<file path="src/rtl/branch_target_predictor.sv">
// branch_target_predictor: direct-mapped BTB with saturating direction counters; lookup is combinational, updates happen on the clock edge.
// Ports: clk, rst (sync, active-high); lookup_pc -> hit, predict_taken, predict_target;
//        upd_valid, upd_pc, upd_taken, upd_target carry resolved-branch updates.
module branch_target_predictor #(
  parameter int ENTRIES = 16,
  parameter int PC_W = 32,
  parameter int CNT_W = 2
) (
  input  logic            clk,
  input  logic            rst,
  input  logic [PC_W-1:0] lookup_pc,
  output logic            hit,
  output logic            predict_taken,
  output logic [PC_W-1:0] predict_target,
  input  logic            upd_valid,
  input  logic [PC_W-1:0] upd_pc,
  input  logic            upd_taken,
  input  logic [PC_W-1:0] upd_target
);
  localparam int IDX_W = $clog2(ENTRIES);
  localparam int TAG_W = PC_W - IDX_W - 2;
  localparam logic [CNT_W-1:0] THR = CNT_W'(1) << (CNT_W - 1);
  localparam logic [CNT_W-1:0] MAX = '1;
  logic [ENTRIES-1:0] valid;
  logic [TAG_W-1:0] tags [ENTRIES];
  logic [PC_W-1:0] targets [ENTRIES];
  logic [CNT_W-1:0] cnt [ENTRIES];
  logic [IDX_W-1:0] l_idx, u_idx;
  logic [TAG_W-1:0] l_tag, u_tag;
  logic u_hit;
  assign l_idx = lookup_pc[IDX_W+1:2];
  assign l_tag = lookup_pc[PC_W-1:IDX_W+2];
  assign u_idx = upd_pc[IDX_W+1:2];
  assign u_tag = upd_pc[PC_W-1:IDX_W+2];
  assign u_hit = valid[u_idx] && tags[u_idx] == u_tag;
  always_comb begin
    hit = valid[l_idx] && tags[l_idx] == l_tag;
    predict_taken = hit && cnt[l_idx] >= THR;
    predict_target = predict_taken ? targets[l_idx] : lookup_pc + PC_W'(4);
  end
  // Tags and targets are left unreset; a cleared valid bit masks them.
  always_ff @(posedge clk) begin
    if (rst) begin
      valid <= '0;
      for (int i = 0; i < ENTRIES; i++) cnt[i] <= THR - CNT_W'(1);
    end else if (upd_valid) begin
      if (u_hit) begin
        cnt[u_idx] <= upd_taken ? (cnt[u_idx] == MAX ? MAX : cnt[u_idx] + CNT_W'(1))
                                : (cnt[u_idx] == '0 ? '0 : cnt[u_idx] - CNT_W'(1));
        if (upd_taken) targets[u_idx] <= upd_target;
      end else if (upd_taken) begin
        valid[u_idx] <= 1'b1;
        tags[u_idx] <= u_tag;
        targets[u_idx] <= upd_target;
        cnt[u_idx] <= THR;
      end
    end
  end
endmodule

</file>
<file path="config.mk">
export PLATFORM = sky130hd
export DESIGN_NAME = branch_target_predictor
export DESIGN_NICKNAME = d
export VERILOG_FILES = /design/src/rtl/branch_target_predictor.sv
export SDC_FILE = /design/constraint.sdc
export NUM_CORES = 1
export LEC_CHECK = 0
export CORE_UTILIZATION = 25
export DETAILED_ROUTE_END_ITERATION = 10
export MAX_ROUTING_LAYER = met4
export PLACE_DENSITY = 0.42
export SETUP_SLACK_MARGIN = 0.3
export SLEW_MARGIN = 25
export SYNTH_ARGS = -nofsm -noshare
export SYNTH_HDL_FRONTEND = slang
export SYNTH_SLANG_ARGS = --single-unit
export TNS_END_PERCENT = 30
</file>
<file path="constraint.sdc">
create_clock -name clk -period 4.9 [get_ports clk]
set_clock_uncertainty 0.15 [all_clocks]
set_input_delay 0.49 -clock clk [delete_from_list [all_inputs] [get_ports clk]]
set_output_delay 0.49 -clock clk [all_outputs]
set_load 0.005 [all_outputs]
</file>
==> flow_metrics.py, run 1 <==
metrics = {
    "clocking": {
        "cts_tree": "yes",
        "numCtsBuffers": 110,
        "clock-sinks": 976,
        "cts_root_buf": "clkbuf_16",
        "clkLatencyLatePin_ps": 740,
        "hold_buffers": 0,
        "cts_max_level": 3,
        "cts_buffer_depth": 3,
        "path_clk_slew_ps": 70,
    },
    "logic_synthesis": {
        "syn_inst": 2236,
        "syn_area_sq_um": 43660,
        "synth-seq-area-share_pct": 66.76,
        "async_reset_ff_share_pct": 0,
        "yosysUniqueCellTypes": 69,
        "synthTopCellsByArea": "edfxtp_1 (66%), mux4_2 (17%), mux2i_1 (3.9%), xnor2_1 (1.2%), mux2_2 (1.0%)",
        "synth_seq_cells": 976,
        "synth-edff-count": 960,
        "synthesis.nets": 2337,
        "synth-main-ff-cell": "edfxtp_1",
        "syn_avg_cell_area_sq_um": 19.53,
        "netlist.area_leader.share_pct": 66.03,
        "synth_warnings": 0,
        "synth_top_cell_by_area": "edfxtp_1",
    },
    "route": {
        "via_count": 24012,
        "vias_per_cell": 4.820,
        "ant_nets": 0,
        "postRouteWirelength_um": 143400,
        "drc": 0,
        "firstDrtPassIters": 5,
        "drtIter0Drc": 2170,
        "wire_per_inst_um": 28.79,
    },
    "cells_and_area": {
        "finalInstanceArea_sq_um": 53510,
        "nets": 2661,
        "layout.cells.non_filler": 4982,
        "multi_input_area_sq_um": 13840,
        "area_growth_pct": 22.56,
        "seqCellArea_sq_um": 29150,
        "drive_gt1_share_pct": 32.78,
        "fill_cells": 16803,
    },
    "sta": {
        "max_slew_margin_pct": 39.78,
        "grt_setup_unrepaired": "yes",
        "whs_ps": 323.8,
        "tightest_slew_ps": 878.1,
        "slew_violations": 0,
        "period_share_pct": 96.02,
        "fmax_ghz": 0.2125,
        "setup_viol": 0,
        "period_needed_ps": 4705,
        "hold_violations": 0,
    },
    "setup_path": {
        "crit_buf_inv": 6,
        "path_max_fanout": 5,
        "cp-start-kind": "flip-flop",
        "worstSetupStartpoint": "tags[6][17]$_DFFE_PP_",
        "worst_r2r_endpoint": "cnt[7][1]$_SDFFCE_PN0P_",
        "critical_path.top_delay_family": "multiplexers",
        "crit_path_end": "predict_target[21]",
        "rr_startpoint": "tags[4][25]$_DFFE_PP_",
        "slowest_delay_ps": 600,
        "ff2ff_path_depth": 11,
        "rrSetupSlack_ps": 1060,
        "required_ps": 4260,
        "cp.depth": 13,
        "path_cells": "mux4_2, mux4_2, xnor2_4, buf_6, nand4_1, nor4_4, nand4_4, buf_12, buf_6, buf_12, buf_16, mux2_4, buf_6",
        "worst_path_max_delay_cell": "mux4_2",
        "crit_top_cell": "buf_6",
        "crit_type": "flip-flop to primary output",
        "end_kind": "primary output",
        "arrival_ps": 4070,
    },
    "floorplanning": {
        "dieArea_sq_um": 176300,
        "die_y_um": 419.9,
        "die_w_um": 419.9,
        "num_rows": 153,
        "core_area_sq_um": 173600,
        "floorplan.initialDensity_pct": 25.14,
        "ios": 134,
    },
    "place": {
        "dp.cells": 4764,
        "dp_hpwl_um": 92050,
        "gp_congestion": 0.8288,
        "io_buffers": 131,
        "postPlaceCellArea_sq_um": 49660,
    },
    "global_routing": {
        "overflow": 0,
        "grt_pass1_vias": 25605,
        "grt_max_degree": 97,
        "grt_pass1_wl_um": 201900,
        "track_usage_pct": 16.76,
        "antenna_found_initial": 18,
    },
    "pwr": {
        "leakagePower_nw": 17.26,
        "power_density_nw_per_um2": 356.8,
        "peakVddDrop_v": 0.0002973,
        "p_total_mw": 19.09,
    },
    "status": {
        "status": "complete, no violations",
    },
    "hold_path": {
        "holdCritPathClass": "flip-flop to flip-flop",
    },
    "flow_run": {
        "maxCapViolCount": 0,
    },
}
what timing repair did:
| item | in CTS | in global routing |
|---|---|---|
| gates resized for setup | 91 | 14 |
| cloned | 3 | 0 |
| endpoints found under the hold margin | 0 | 0 |
| endpoints found under the setup margin | 34 | 33 |
| pin swaps | 5 | 2 |
| buffers inserted | 5 | 1 |
registers in the layout, indices dropped and copies added, names as in the netlist:
name / cells
targets: 512
tags: 416
valid: 16
cnt: 32
per-stage QoR:
stage                     setup TNS (ps)  worst slack, ps  util, %
after global placement                 0            49.73    28.60
after detailed placement               0            47.36    28.60
after CTS                              0            85.04    30.76
after global routing                   0            13.66    30.82
final                                  0            194.8    30.82
after floorplan                    -2899           -11.25        -
cell usage in the layout, fill, tap and decap left out, types with 15 or more instances in the layout:
master,instances
edfxtp_1,960
mux4_2,338
mux2i_1,167
buf_4,167
clkbuf_16,111
clkdlybuf4s50_1,90
buf_12,61
xnor2_1,56
nand2_1,47
mux2_2,39
a22oi_1,36
inv_1,30
nand3_1,30
mux2_4,29
nor2_1,25
a21oi_1,24
clkinv_1,23
o22ai_1,22
clkinv_2,22
o32ai_1,18
nand4_1,18
dlygate4sd2_1,18
nor3_2,16
nor2_4,16
clkbuf_1,16
dfxtp_1,16
nor2b_1,15
xor2_1,15
worst reg2reg max path, stage by stage (launching register included):
cell and delay [ps]:
edfxtp_1 400, mux4_2 550, nand3_1 120, o311ai_0 210
o31ai_1 410, buf_4 210, nand4_1 160, a2111oi_2 510
buf_4 200, a31o_1 190, buf_12 190, a41o_1 240
cell usage after synthesis (all sizes together), types with 4 or more instances:
master and n:
dfxtp 16, nor3 30, buf 97, nand3 30
nand2 47, nand4 19, mux4 338, or3 5
inv 30, a21boi 6, and3 13, mux2 68
a211o 6, o221ai 4, and2 5, o21ai 5
a221oi 7, nor2 43, a22oi 36, a41o 13
mux2i 168, and4 4, o32ai 18, a211oi 8
nand2b 11, o2111ai 4, a21oi 24, o22ai 22
clkbuf 53, nand3b 11, xor2 15, xnor2 59
edfxtp 960, nor2b 15
where the power goes:
group | internal [mW] | switching (mW)
clock network | 4.74 | 3.50
registers | 9.24 | 0.0253
logic | 0.691 | 0.895
total | 14.7 | 4.42
layout make-up:
| class | count | share of cell area (%) |
|---|---|---|
| multi-input combinational | 1080 | 25.87 |
| clock buffer | 127 | 5.303 |
| timing repair buffer | 362 | 7.193 |
| antenna | 12 | 0.05612 |
| tap | 2325 | 5.437 |
| clock inverter | 70 | 1.452 |
| sequential | 976 | 54.47 |
| inverter | 30 | 0.2105 |
worst min-delay path by stage:
stage | start | depth (start not counted) | endpoint
6_report | valid[8]$_SDFFE_PP0P_ | 2 | valid[8]$_SDFFE_PP0P_
5_1_grt | upd_pc[22] | 2 | tags[6][16]$_DFFE_PP_
4_1_cts | upd_pc[22] | 2 | tags[6][16]$_DFFE_PP_
3_5_place_dp | valid[13]$_SDFFE_PP0P_ | 2 | valid[13]$_SDFFE_PP0P_
3_3_place_gp | valid[14]$_SDFFE_PP0P_ | 2 | valid[14]$_SDFFE_PP0P_
2_1_floorplan | valid[13]$_SDFFE_PP0P_ | 2 | valid[13]$_SDFFE_PP0P_
per-layer routing:
layer  part of all wire [%]  global-route usage [%]
met3                    4.3                   2.464
met1                     42                   20.59
met5                      0                       -
met4                    2.9                   4.955
met2                     51                   28.47
logic make-up after synthesis:
kind of cell / after synthesis / share of synthesized area, %
buffers and inverters: 180 / 2.164
adder cells (fa/ha/maj): 3 / 0.07451
XOR/XNOR: 74 / 1.485
AO/OA/AOI/OAI: 183 / 3.207
flip-flops: 976 / 66.76
multiplexers: 574 / 23.29
AND/OR/NAND/NOR: 246 / 3.015
Note: power is estimated with default switching activity, not from simulation.
==> inputs of run 2 (changes only) <==
--- a/config.mk
+++ b/config.mk
@@ -6,9 +6,9 @@
 export NUM_CORES = 1
 export LEC_CHECK = 0
 export CORE_UTILIZATION = 25
+export CTS_BUF_LIST = sky130_fd_sc_hd__clkbuf_4 sky130_fd_sc_hd__clkbuf_8 sky130_fd_sc_hd__clkbuf_16
 export DETAILED_ROUTE_END_ITERATION = 10
 export MAX_ROUTING_LAYER = met4
-export PLACE_DENSITY = 0.42
 export SETUP_SLACK_MARGIN = 0.3
 export SLEW_MARGIN = 25
 export SYNTH_ARGS = -nofsm -noshare
==> run 2 against run 1 <==
Effect of this change: critical path depth down 4; cell count down 0.96%; clock-buffer cell count down 3; critical endpoint is now predict_target[26]; via count up 0.25%; setup slack better by 74 ps; highest routed layer unchanged; combinational power down 3%; clock power down 3.0%; die area unchanged; hold slack worse by 4.5 ps; final area down 0.97%.
==> flow_metrics.py, run 2 (synthesized netlist as in run 1, its figures left out) <==
metrics = {
    "status": {
        "status": "complete, no violations",
    },
    "global_routing": {
        "grt_max_degree": 113,
        "grt_pass1_vias": 24252,
        "antenna_found_initial": 28,
        "overflow": 0,
        "track_usage_pct": 14.99,
        "grt_pass1_wl_um": 183700,
    },
    "sta": {
        "fmax_ghz": 0.2159,
        "max_slew_margin_pct": 35.32,
        "grt_setup_unrepaired": "yes",
        "period_needed_ps": 4631,
        "tightest_slew_ps": 964.9,
        "slew_violations": 0,
        "setup_viol": 0,
        "period_share_pct": 94.51,
        "hold_violations": 0,
    },
    "cells_and_area": {
        "largest_register_ff_count": 512,
        "finalInstanceArea_sq_um": 52990,
        "area_growth_pct": 21.37,
        "top_regs": "targets (512), tags (416), cnt (32)",
        "final_cell_mix": "edfxtp_1 (960), mux4_2 (338), mux2i_1 (159), buf_4 (142), clkdlybuf4s50_1 (114)",
        "layout.cells.most_common": "edfxtp_1",
        "nets": 2607,
        "regMostFlops": "targets",
        "layout.cells.non_filler": 4934,
        "drive_gt1_share_pct": 32.14,
    },
    "floorplanning": {
        "die_y_um": 419.9,
        "dieArea_sq_um": 176300,
        "core_area_sq_um": 173600,
        "floorplan.initialDensity_pct": 25.14,
        "ios": 134,
        "num_rows": 153,
        "die_w_um": 419.9,
    },
    "setup_path": {
        "arrival_ps": 3990,
        "rr_startpoint": "tags[7][25]$_DFFE_PP_",
        "rrSetupSlack_ps": 830,
        "path_cells": "mux4_2, mux4_2, xnor2_2, nand4_1, nor4_4, nand4_4, buf_12, mux2_4, clkdlybuf4s50_1",
        "crit_type": "flip-flop to primary output",
        "ff2ff_path_depth": 10,
        "slowest_delay_ps": 620,
        "end_kind": "primary output",
        "crit_buf_inv": 2,
        "crit_path_end": "predict_target[26]",
        "critical_path.top_delay_family": "multiplexers",
        "cp-start-kind": "flip-flop",
        "cp.depth": 9,
        "worst_path_max_delay_cell": "mux4_2",
        "required_ps": 4260,
        "worstSetupStartpoint": "tags[15][17]$_DFFE_PP_",
        "crit_top_cell": "mux4_2",
        "worst_r2r_endpoint": "tags[6][13]$_DFFE_PP_",
        "path_max_fanout": 15,
    },
    "clocking": {
        "cts_max_level": 3,
        "cts_tree": "yes",
        "cts_root_buf": "clkbuf_16",
        "path_clk_slew_ps": 60,
        "clkLatencyLatePin_ps": 690,
        "hold_buffers": 0,
        "cts_buffer_depth": 3,
        "numCtsBuffers": 101,
        "clock-sinks": 976,
    },
    "route": {
        "drtIter0Drc": 2676,
        "vias_per_cell": 4.879,
        "wire_per_inst_um": 26.38,
        "firstDrtPassIters": 5,
        "drc": 0,
        "via_count": 24073,
        "postRouteWirelength_um": 130200,
        "ant_nets": 0,
    },
    "place": {
        "dp.cells": 4724,
        "io_buffers": 131,
        "dp_hpwl_um": 81230,
        "gp_congestion": 0.8756,
        "postPlaceCellArea_sq_um": 49220,
    },
    "pwr": {
        "peakVddDrop_v": 0.0002782,
        "power_density_nw_per_um2": 354.8,
        "leakagePower_nw": 16.93,
        "p_total_mw": 18.80,
    },
    "hold_path": {
        "holdCritPathClass": "flip-flop to flip-flop",
    },
    "flow_run": {
        "maxCapViolCount": 0,
    },
}
## run 2: changes by cell type in the layout (fill, tap and decap cells not counted), moves of 5 or more
cell	previous run	this run
diode_2	12	17
buf_2	5	0
clkdlybuf4s50_1	90	114
buf_6	14	1
xnor2_1	56	51
clkbuf_16	111	103
buf_4	167	142
mux2i_1	167	159
xnor2_2	2	8
buf_12	61	46
clkbuf_4	0	21
dlygate4sd2_1	18	9
clkbuf_1	16	0
## run 2: report_power, final
| part | switching [mW] | internal (mW) |
|---|---|---|
| registers | 0.0251 | 9.24 |
| logic | 0.862 | 0.688 |
| clock network | 3.30 | 4.69 |
## run 2: what timing repair did
item,CTS,global route
buffers inserted,3,1
endpoints found under the hold margin,0,0
pin swaps,3,5
cloned,0,0
gates resized for setup,16,24
endpoints found under the setup margin,34,29
## run 2: area by class of cell
cell class / count / area [sq um]
Timing Repair Buffer: 317 / 3303
Sequential cell: 976 / 29150
Clock inverter: 65 / 769.5
Fill cell: 16773 / 120600
Multi-Input combinational cell: 1080 / 13970
Inverter: 30 / 112.6
Antenna cell: 17 / 42.54
Clock buffer: 124 / 2735
Tap cell: 2325 / 2909
## run 2: stage by stage
step | setup slack (ps) | hold WS (ps) | utilization, % | TNS [ps]
after global routing | 172.5 | 338.3 | 30.52 | 0
after global placement | 134.8 | 301.2 | 28.35 | 0
after CTS | 148.0 | 319.7 | 30.41 | 0
after detailed placement | 133.4 | 307.7 | 28.35 | 0
after floorplan | -11.25 | 288.8 | - | -2899
final | 268.9 | 319.4 | 30.52 | 0
## run 2: worst min path at each step
stage               slack (ps)  cells after the start                     end                   start
finish                     320                      2  valid[13]$_SDFFE_PP0P_  valid[13]$_SDFFE_PP0P_
global route               340                      2  valid[12]$_SDFFE_PP0P_  valid[12]$_SDFFE_PP0P_
CTS                        320                      2  valid[13]$_SDFFE_PP0P_  valid[13]$_SDFFE_PP0P_
detailed placement         310                      2  valid[13]$_SDFFE_PP0P_  valid[13]$_SDFFE_PP0P_
global placement           300                      2  valid[13]$_SDFFE_PP0P_  valid[13]$_SDFFE_PP0P_
floorplan                  290                      2  valid[13]$_SDFFE_PP0P_  valid[13]$_SDFFE_PP0P_
## run 2: worst reg2reg max path: cells and delay by family, from the launching register on
kind	cells	cell delay, ps
DFF	1	390
and+or+nand+nor	4	850
AOI/OAI and AO/OA	3	1330
muxes	1	560
buffers and inverters	2	510
## run 2: per-layer routing
metal,wire (um),global-route usage (%),vias to the layer above
li1,-,-,10017
met1,52530,18.91,12893
met2,65430,24.89,948
met3,8356,2.276,215
met4,3855,4.268,0
met5,0,-,-
==> inputs of run 3 (changes only) <==
--- a/config.mk
+++ b/config.mk
@@ -8,6 +8,7 @@
 export CORE_UTILIZATION = 25
 export CTS_BUF_LIST = sky130_fd_sc_hd__clkbuf_4 sky130_fd_sc_hd__clkbuf_8 sky130_fd_sc_hd__clkbuf_16
 export DETAILED_ROUTE_END_ITERATION = 10
+export GPL_TIMING_DRIVEN = 0
 export MAX_ROUTING_LAYER = met4
 export SETUP_SLACK_MARGIN = 0.3
 export SLEW_MARGIN = 25
==> run 3 against run 2 <==
Effect of this change: global-route usage up 2.4 points; register-to-register slack worse by 160 ps; first-iteration DRC count rose by 44%; final area is 2.0% higher; sequential power barely moved; critical path type is now primary input to primary output; largest power group unchanged.
==> flow_metrics.py, run 3 (synthesized netlist as in run 1, its figures left out) <==
metrics = {
    "status": {
        "status": "complete, no violations",
    },
    "sta": {
        "tightest_slew_ps": 1010,
        "setup_viol": 0,
        "grt_setup_unrepaired": "yes",
        "max_slew_margin_pct": 32.48,
        "period_share_pct": 95.44,
        "period_needed_ps": 4676,
        "hold_violations": 0,
        "fmax_ghz": 0.2138,
        "slew_violations": 0,
        "finalWorstSetupSlack_ps": 223.6,
    },
    "pwr": {
        "pwr-share-seq_pct": 49.7,
        "intPower_mw": 14.30,
        "combPwrFrac_pct": 9.2,
        "peakVddDrop_v": 0.0002738,
        "p_sw_mw": 4.344,
        "p_clk_share_pct": 41.2,
        "p_total_mw": 18.64,
        "switching_share_pct": 23.30,
        "leakagePower_nw": 17.41,
        "power_density_nw_per_um2": 345.1,
    },
    "floorplanning": {
        "floorplan.initialDensity_pct": 25.14,
        "dieArea_sq_um": 176300,
        "ios": 134,
        "core_area_sq_um": 173600,
        "die_y_um": 419.9,
        "die_w_um": 419.9,
        "num_rows": 153,
    },
    "cells_and_area": {
        "nets": 2707,
        "drive_gt1_share_pct": 36.20,
        "multi_input_area_sq_um": 14300,
        "fill_cells": 16751,
        "largest_register_ff_count": 512,
        "area_growth_pct": 23.75,
        "seqCellArea_sq_um": 29150,
        "layout.cells.most_common": "edfxtp_1",
        "final_cell_mix": "edfxtp_1 (960), mux4_2 (338), mux2i_1 (137), buf_4 (121), clkbuf_16 (97)",
        "regMostFlops": "targets",
        "top_regs": "targets (512), tags (416), cnt (32)",
    },
    "place": {
        "gp_congestion": 0.9448,
        "io_buffers": 126,
        "dp_hpwl_um": 107900,
        "pre_cts_ws_ps": -2936,
    },
    "global_routing": {
        "antenna_found_initial": 35,
        "track_usage_pct": 17.40,
        "overflow": 0,
        "grt_max_degree": 23,
        "grt_pass1_wl_um": 207600,
        "grt_pass1_vias": 25353,
    },
    "clocking": {
        "cts_max_level": 3,
        "clock-sinks": 976,
        "cts_tree": "yes",
        "cts_buffer_depth": 3,
        "numCtsBuffers": 96,
        "path_clk_slew_ps": 60,
        "hold_buffers": 0,
        "cts_root_buf": "clkbuf_16",
        "clkLatencyLatePin_ps": 700,
    },
    "hold_path": {
        "holdCritPathClass": "primary input to flip-flop",
    },
    "flow_run": {
        "maxCapViolCount": 0,
    },
    "route": {
        "firstDrtPassIters": 5,
        "drc": 0,
        "via_count": 25861,
        "wire_per_inst_um": 29.90,
        "postRouteWirelength_um": 150400,
        "drtIter0Drc": 3858,
        "vias_per_cell": 5.141,
        "ant_nets": 0,
    },
    "setup_path": {
        "cp-start-kind": "primary input",
        "slowest_delay_ps": 590,
        "end_kind": "primary output",
        "worst_path_max_delay_cell": "mux2i_2",
        "path_max_fanout": 10,
        "path_cells": "buf_4, clkbuf_2, mux4_2, mux2i_1, mux2i_2, xnor2_1, nand4_1, nor4b_4, nand4_4, buf_12, buf_16, buf_4, mux2_4, buf_2",
        "critical_path.top_delay_family": "buffers and inverters",
        "crit_top_cell": "buf_4",
        "required_ps": 4260,
        "arrival_ps": 4040,
        "crit_type": "primary input to primary output",
        "crit_buf_inv": 6,
    },
}
==> run 3: cell count changes in the layout (fill, tap and decap cells not counted), sizes merged <==
cell	change
clkbuf	+56
clkdlybuf4s50	-26
dlygate4sd2	-3
buf	+54
diode	+3
bufinv	-2
inv	-2
clkinv	-5
clkinvlp	+4
clkdlybuf4s15	+16
bufbuf	+1
==> run 3: final timing paths <==
check	from	endpoint	slack, ps	cells after the start
setup / recovery	lookup_pc[3]	predict_target[5]	220	14
hold / removal	rst	cnt[8][1]$_SDFFCE_PN0P_	210	2
setup reg to reg	tags[6][25]$_DFFE_PP_	tags[3][4]$_DFFE_PP_	670	12
hold reg to reg	valid[13]$_SDFFE_PP0P_	valid[13]$_SDFFE_PP0P_	320	2
==> run 3: worst reg2reg max path, delay by kind of cell, from the launching register on <==
kind                   cells  cell delay [ps]
muxes                      1              560
AOI/OAI and AO/OA          3             1230
DFF                        1              410
buffers and inverters      4              910
and+or+nand+nor            4              720
==> run 3: area by class of cell <==
cell class | instances | area share [%]
inverters | 30 | 0.2223
plain buffers | 149 | 2.330
multi-input cells | 1080 | 26.47
clock buffers | 117 | 4.794
flip-flops and latches | 976 | 53.95
well taps | 2325 | 5.385
diodes | 20 | 0.09264
clock inverters | 60 | 1.179
repair buffers | 273 | 5.574
==> run 3: power by group through the flow <==
stage / Clock, mW / Combinational, mW / Sequential [mW]
after floorplan: 0 / 0.832 / 9.43
after detailed placement: 0 / 1.57 / 9.44
after CTS: 7.75 / 1.68 / 9.26
final: 7.68 / 1.71 / 9.26
after global placement: 0 / 1.53 / 9.44
after global routing: 8.09 / 1.76 / 9.26
==> run 3: metrics by stage <==
stage / util (%) / cells / cell area [sq um] / hold WS, ps / setup TNS (ps)
floorplan: - / 2236 / 43660 / 288.8 / -2899
finish: 31.12 / 5030 / 54030 / 208.6 / 0
CTS: 31.05 / 5010 / 53920 / 177.5 / 0
detailed placement: 28.53 / 4803 / 49530 / 312.1 / -711470
global route: 31.11 / 5028 / 54020 / 232.0 / 0
global placement: 27.55 / 4687 / 47830 / 301.3 / -3630940
==> run 3: routing by layer <==
| layer | global-route usage [%] | part of all wire [%] |
|---|---|---|
| met1 | 21.44 | 38 |
| met3 | 3.791 | 8.9 |
| met4 | 6.644 | 4.3 |
| met2 | 27.87 | 49 |
| met5 | - | 0 |
==> run 3: timing repair <==
item,CTS,global route
buffers inserted,27,1
resized for setup,309,48
setup endpoints to repair,613,95
pin swaps,17,7
cloned,3,0
